File: src/rtl/addcmp_pkg.sv
// Shared types and helpers for the add/compare sharing scheduler.
// Contents:
//   state_t  - scheduler FSM states (IDLE, EXEC, RESP)
//   DEF_*    - default operand/result/id widths
//   MAXREQ   - largest supported requester count
//   rr_pick  - round-robin winner search starting just after ptr
package addcmp_pkg;

  typedef enum logic [1:0] {
    IDLE = 2'd0,
    EXEC = 2'd1,
    RESP = 2'd2
  } state_t;

  localparam int DEF_NREQ = 3;
  localparam int DEF_AW   = 2;
  localparam int DEF_BW   = 3;
  localparam int DEF_SW   = 5;
  localparam int DEF_IDW  = 2;
  localparam int MAXREQ   = 8;

  // Returns the first set bit of req found by walking upward from ptr+1,
  // wrapping at nreq. The loop runs a fixed MAXREQ times so it unrolls to
  // a static priority chain; only the first hit is kept.
  function automatic int rr_pick(input logic [MAXREQ-1:0] req,
                                 input int ptr,
                                 input int nreq);
    int   idx;
    int   win;
    logic found;
    idx   = ptr;
    win   = 0;
    found = 1'b0;
    for (int k = 0; k < MAXREQ; k++) begin
      if (k < nreq) begin
        idx = (idx >= nreq - 1) ? 0 : idx + 1;
        if (!found && req[idx[2:0]]) begin
          win   = idx;
          found = 1'b1;
        end
      end
    end
    return win;
  endfunction

endpackage

File: src/rtl/addcmp_unit.sv
// Combinational adder-comparator shared by all requesters.
// Kept as its own module so a gate-level netlist can drop in unchanged.
// Ports:
//   a   in  AW  operand a (unsigned)
//   b   in  BW  operand b (unsigned)
//   thr in  SW  threshold (unsigned)
//   sum out SW  zext(a) + zext(b)
//   gt  out 1   thr > sum
module addcmp_unit
  import addcmp_pkg::*;
#(
  parameter int AW = DEF_AW,
  parameter int BW = DEF_BW,
  parameter int SW = DEF_SW
) (
  input  logic [AW-1:0] a,
  input  logic [BW-1:0] b,
  input  logic [SW-1:0] thr,
  output logic [SW-1:0] sum,
  output logic          gt
);

  // SW >= max(AW,BW)+1, so the sum never overflows.
  assign sum = SW'(a) + SW'(b);
  assign gt  = (thr > sum);

endmodule

File: src/rtl/addcmp_share_sched.sv
// Round-robin scheduler time-sharing one addcmp_unit across NREQ requesters.
// A grant in IDLE captures the winner's operands; EXEC runs the unit; RESP
// holds the result on a valid/ready port until it is accepted.
// Ports:
//   clk, rst           clock, asynchronous active-high reset
//   req[NREQ]          per-requester request
//   a_flat/b_flat/thr_flat  packed per-requester operands
//   gnt[NREQ]          one-hot combinational grant (IDLE only)
//   busy               high in EXEC or RESP
//   rsp_valid/rsp_ready  response handshake
//   rsp_id/rsp_sum/rsp_gt  response payload
module addcmp_share_sched
  import addcmp_pkg::*;
#(
  parameter int NREQ = DEF_NREQ,
  parameter int AW   = DEF_AW,
  parameter int BW   = DEF_BW,
  parameter int SW   = DEF_SW,
  parameter int IDW  = DEF_IDW
) (
  input  logic               clk,
  input  logic               rst,
  input  logic [NREQ-1:0]    req,
  input  logic [NREQ*AW-1:0] a_flat,
  input  logic [NREQ*BW-1:0] b_flat,
  input  logic [NREQ*SW-1:0] thr_flat,
  output logic [NREQ-1:0]    gnt,
  output logic               busy,
  output logic               rsp_valid,
  output logic [IDW-1:0]     rsp_id,
  output logic [SW-1:0]      rsp_sum,
  output logic               rsp_gt,
  input  logic               rsp_ready
);

  localparam int PW = (NREQ > 1) ? $clog2(NREQ) : 1;

  state_t         state;
  logic [PW-1:0]  rr_ptr;
  logic [PW-1:0]  sel;
  logic [AW-1:0]  a_reg;
  logic [BW-1:0]  b_reg;
  logic [SW-1:0]  thr_reg;
  logic [IDW-1:0] id_reg;
  logic [SW-1:0]  unit_sum;
  logic           unit_gt;

  logic [AW-1:0] a_arr   [NREQ];
  logic [BW-1:0] b_arr   [NREQ];
  logic [SW-1:0] thr_arr [NREQ];

  for (genvar gi = 0; gi < NREQ; gi++) begin : g_unpack
    assign a_arr[gi]   = a_flat[gi*AW +: AW];
    assign b_arr[gi]   = b_flat[gi*BW +: BW];
    assign thr_arr[gi] = thr_flat[gi*SW +: SW];
  end

  assign sel  = PW'(rr_pick(MAXREQ'(req), int'(rr_ptr), NREQ));
  assign busy = (state != IDLE);

  always_comb begin
    gnt = '0;
    if (state == IDLE && |req) begin
      gnt[sel] = 1'b1;
    end
  end

  addcmp_unit #(
    .AW(AW),
    .BW(BW),
    .SW(SW)
  ) u_unit (
    .a  (a_reg),
    .b  (b_reg),
    .thr(thr_reg),
    .sum(unit_sum),
    .gt (unit_gt)
  );

  // rr_ptr resets to NREQ-1 so the first search starts at requester 0.
  always_ff @(posedge clk or posedge rst) begin
    if (rst) begin
      state     <= IDLE;
      rr_ptr    <= PW'(NREQ - 1);
      a_reg     <= '0;
      b_reg     <= '0;
      thr_reg   <= '0;
      id_reg    <= '0;
      rsp_valid <= 1'b0;
      rsp_id    <= '0;
      rsp_sum   <= '0;
      rsp_gt    <= 1'b0;
    end else begin
      case (state)
        IDLE: begin
          if (|req) begin
            a_reg   <= a_arr[sel];
            b_reg   <= b_arr[sel];
            thr_reg <= thr_arr[sel];
            id_reg  <= IDW'(sel);
            rr_ptr  <= sel;
            state   <= EXEC;
          end
        end
        EXEC: begin
          rsp_sum   <= unit_sum;
          rsp_gt    <= unit_gt;
          rsp_id    <= id_reg;
          rsp_valid <= 1'b1;
          state     <= RESP;
        end
        RESP: begin
          // Payload is left in place after the handshake; only valid drops.
          if (rsp_ready) begin
            rsp_valid <= 1'b0;
            state     <= IDLE;
          end
        end
        default: state <= IDLE;
      endcase
    end
  end

endmodule
File: config.mk
export PLATFORM = sky130hd
export DESIGN_NAME = addcmp_share_sched
export DESIGN_NICKNAME = d
export VERILOG_FILES = /design/src/rtl/addcmp_pkg.sv /design/src/rtl/addcmp_unit.sv /design/src/rtl/addcmp_share_sched.sv
export SDC_FILE = /design/constraint.sdc
export NUM_CORES = 1
export LEC_CHECK = 0
export BUFFER_PORTS_ARGS = -buffer_cell sky130_fd_sc_hd__buf_2
export CAP_MARGIN = 10
export CORE_UTILIZATION = 40
export DETAILED_ROUTE_END_ITERATION = 10
export GPL_ROUTABILITY_DRIVEN = 0
export PLACE_DENSITY = 0.74
export REMOVE_ABC_BUFFERS = 1
export SYNTH_ARGS = -nofsm -noshare
export SYNTH_HDL_FRONTEND = slang
export SYNTH_SLANG_ARGS = --single-unit
File: constraint.sdc
create_clock -name clk -period 3.5 [get_ports clk]
set_clock_uncertainty 0.2 [all_clocks]
set_input_delay 0.35 -clock clk [delete_from_list [all_inputs] [get_ports clk]]
set_output_delay 0.35 -clock clk [all_outputs]
set_load 0.1 [all_outputs]
==> results.md <==
* Status: finished with violations
* Failing checks: hold timing
* Hold buffers post-CTS at 0
* Avg Cell Area, Syn at 10.4 um^2
* Final period util at 76.1%
* Clock-pin slew on the worst setup and hold paths at 0.13 ns
* PortBufs at 47
* Core area at 3030 um^2
* Gr usage total at 19.3%
* XOR/XNOR Fraction of Synth Area at less than 1%
* Critical-path cell list: nor2_1 > and2_1 > nand2_1 > inv_1 > buf_2
* Yosys reg bits at 23
* Layout cell share with drive strength beyond 1 at between 30% and 40%
* Drt initial violations at 43
* R2R Path Start: a_reg[0]
* H-tree depth at 1
* Synthesis-to-layout area growth at 23.0%
* Crit path largest cell delay at 0.44 ns
* N_diodes at 0
* Mux share of post-synthesis cell area at a little over a tenth
* Avg WL per Cell at 13.4 um
* Worst-Skew Late Latency at between 0.3 and 0.4 ns
* Max FFs per register at 5
* Multi-input gate area at a little over 600 um^2
* Antenna violations before repair at 0
* Via count at 1136
* Sequential fraction of the synthesis area at a little under half
* Final Routed Wirelength at roughly 2900 um
* CP endpoint kind: output port
* Post-synthesis adder-cell area fraction at 7.48%
* Cts repair resizes at 0
* Worst-margin pin slew at 0.842 ns
* Number of global-route vias before repair at between 1000 and 1500
* Main combinational cell family by area after synthesis: compound AO/OA/AOI/OAI gates
* Synthesized area at between 1000 and 1500 um^2
* Compound-gate portion of the synthesized area at between 10% and 20%
* CP max-delay cell: and2_1
* Min-Delay Path Class: input port to asynchronous set/reset pin
* Worst setup margin at 0.838 ns
* Post-Synth Simple-Gate Area at 9.65%
* Reg2reg end: rsp_gt
* Global-route wire length before repair at 4940 um
* R2R Setup Slk at 1.17 ns
* Die X-Extent at around 60 um
* Syn Inst Count at between 100 and 150
* WP data required at just under 3 ns
* Rel. slew slack at 43.8%
* Fmax at 376 MHz
* Nets at ~210
* Drt drc at 0
* Setup_tns at 0 ns
* Initial Util at 42.0%
* Die Area at 3410 um^2
* Maximum fanout along the worst path at 11
* CP delay by family, top: simple AND/OR/NAND/NOR gates
* TritonRoute pass-1 iters at 4
* Ports at 49
* Worst hold margin at -0.0207 ns
* Critical path class: flip-flop to output port
* Critical path endpoint: gnt[2]
* Die Ht at 58.4 um
* Largest net degree at the start of global routing at 24
* Std cell rows at 20
* CP bufs+invs at 2
* Root Buffer: clkbuf_4
* Final hold violation count at 22
* Antenna viol nets, final at 0
* Crit. Startpoint: state[0]
* GRT overflow at 0
* # clock sinks at 23
* CP Launch Type: flip-flop
* R2r worst-path depth at 8
* Inserted Clock Buffers at 3
* Critical Path AT at 2.11 ns
* CTS tree: built
* Setup bufs post-CTS at 0
* Unrepaired setup endpoints after global routing: false
* Final worst path period need at roughly 2.7 ns
* Crit. path cell count at 5
* Clk buf depth at 2
* Endpoints failing setup at 0
* Synth unique cells at 32
* Max Cap Viol at 0
* HPWL Detailed at 2200 um
* Max-slew violations at 0
* Routed vias/inst at 5.33
* Fill cell count at 283
* YS warnings at 0
* Setup Slack @ Placement at between 1 and 1.5 ns
* Register area at 577 um^2
## worst min path at each step
stage,start,cells after the start,end
2_1_floorplan,rst,1,a_reg[0]
3_3_place_gp,rsp_sum[3],2,rsp_sum[3]
3_5_place_dp,rsp_sum[2],2,rsp_sum[2]
4_1_cts,rst,2,rsp_valid
5_1_grt,rst,2,rsp_sum[2]
6_report,rst,2,state[0]
## synthesized netlist by cell type
cell / count / share of area (%)
buf_4: 1 / 0.59
nor2b_1: 2 / 0.98
a21oi_1: 3 / 1.2
nand2_1: 11 / 3.2
o31ai_2: 1 / 0.98
a32oi_1: 10 / 6.9
buf_2: 4 / 1.6
fa_1: 1 / 1.6
o32a_4: 1 / 1.8
buf_6: 1 / 0.89
nor2_1: 3 / 0.89
and2b_1: 1 / 0.59
o22ai_1: 2 / 0.98
nand2b_1: 4 / 2.0
dfstp_2: 1 / 2.1
inv_2: 1 / 0.29
inv_1: 9 / 2.7
a21o_1: 2 / 1.2
mux2_1: 1 / 0.89
and3_1: 1 / 0.49
and2_1: 1 / 0.49
ha_1: 6 / 5.9
o21ai_1: 8 / 3.1
mux2i_1: 10 / 7.9
nor2_2: 1 / 0.49
o31a_1: 1 / 0.69
mux2_2: 2 / 1.8
conb_1: 1 / 0.29
nand4_1: 1 / 0.49
xor2_1: 1 / 0.69
dfrtp_1: 22 / 43
o21ai_0: 8 / 3.1
## through the flow
| step | util, % | instance area [um^2] | std cells | hold slack [ns] |
|---|---|---|---|---|
| floorplan | - | 1230 | 116 | 0.151 |
| finish | 51.7 | 1560 | 213 | -0.0207 |
| detailed placement | 50.8 | 1540 | 209 | 0.271 |
| CTS | 51.7 | 1560 | 213 | 0.0136 |
| global placement | 50.8 | 1540 | 209 | 0.256 |
| global route | 51.7 | 1560 | 213 | 0.0461 |
## worst reg2reg max path, stage by stage, from the launching register on
cell     delay (ns)
dfrtp_1        0.41
ha_1           0.21
inv_1          0.07
fa_1           0.43
ha_1           0.30
nor2b_1        0.14
o21ai_0        0.15
a21oi_1        0.09
o31a_1         0.23
## logic make-up after synthesis
logic type	after synthesis
xor+xnor	1
compound gates	36
mux	13
flops	23
other cells	1
simple gates	25
buf+inv	16
fa+ha+maj	7
## cell type report
type | instances | area share [%]
repair buffers | 49 | 16.0
well taps | 44 | 3.52
flip-flops and latches | 23 | 36.9
clock buffers | 4 | 1.68
multi-input cells | 83 | 39.5
inverters | 10 | 2.40
## cells in the final DEF (no fill, tap or decap), types with 2 or more instances in the layout
cell / instances
nor2b_1: 2
buf_2: 47
a21oi_1: 3
o21ai_1: 8
mux2i_1: 10
ha_1: 6
inv_1: 9
buf_4: 2
nand2b_1: 4
mux2_2: 2
dfrtp_1: 22
nor2_1: 3
clkbuf_4: 3
o21ai_0: 8
a32oi_1: 10
o22ai_1: 2
nand2_1: 11
a21o_1: 2
## routing by layer
| metal | routed length, um | part of all wire [%] | GRT usage, % |
|---|---|---|---|
| met1 | 1240 | 43 | 21.4 |
| met2 | 1420 | 50 | 34.8 |
| met3 | 144 | 5.0 | 3.52 |
| met4 | 48 | 1.7 | 10.9 |
| met5 | 0 | 0 | 0 |
Power is left out: the tool's default activity adds up to more than one toggle a clock period on the data nets, which glitch-free logic cannot reach.
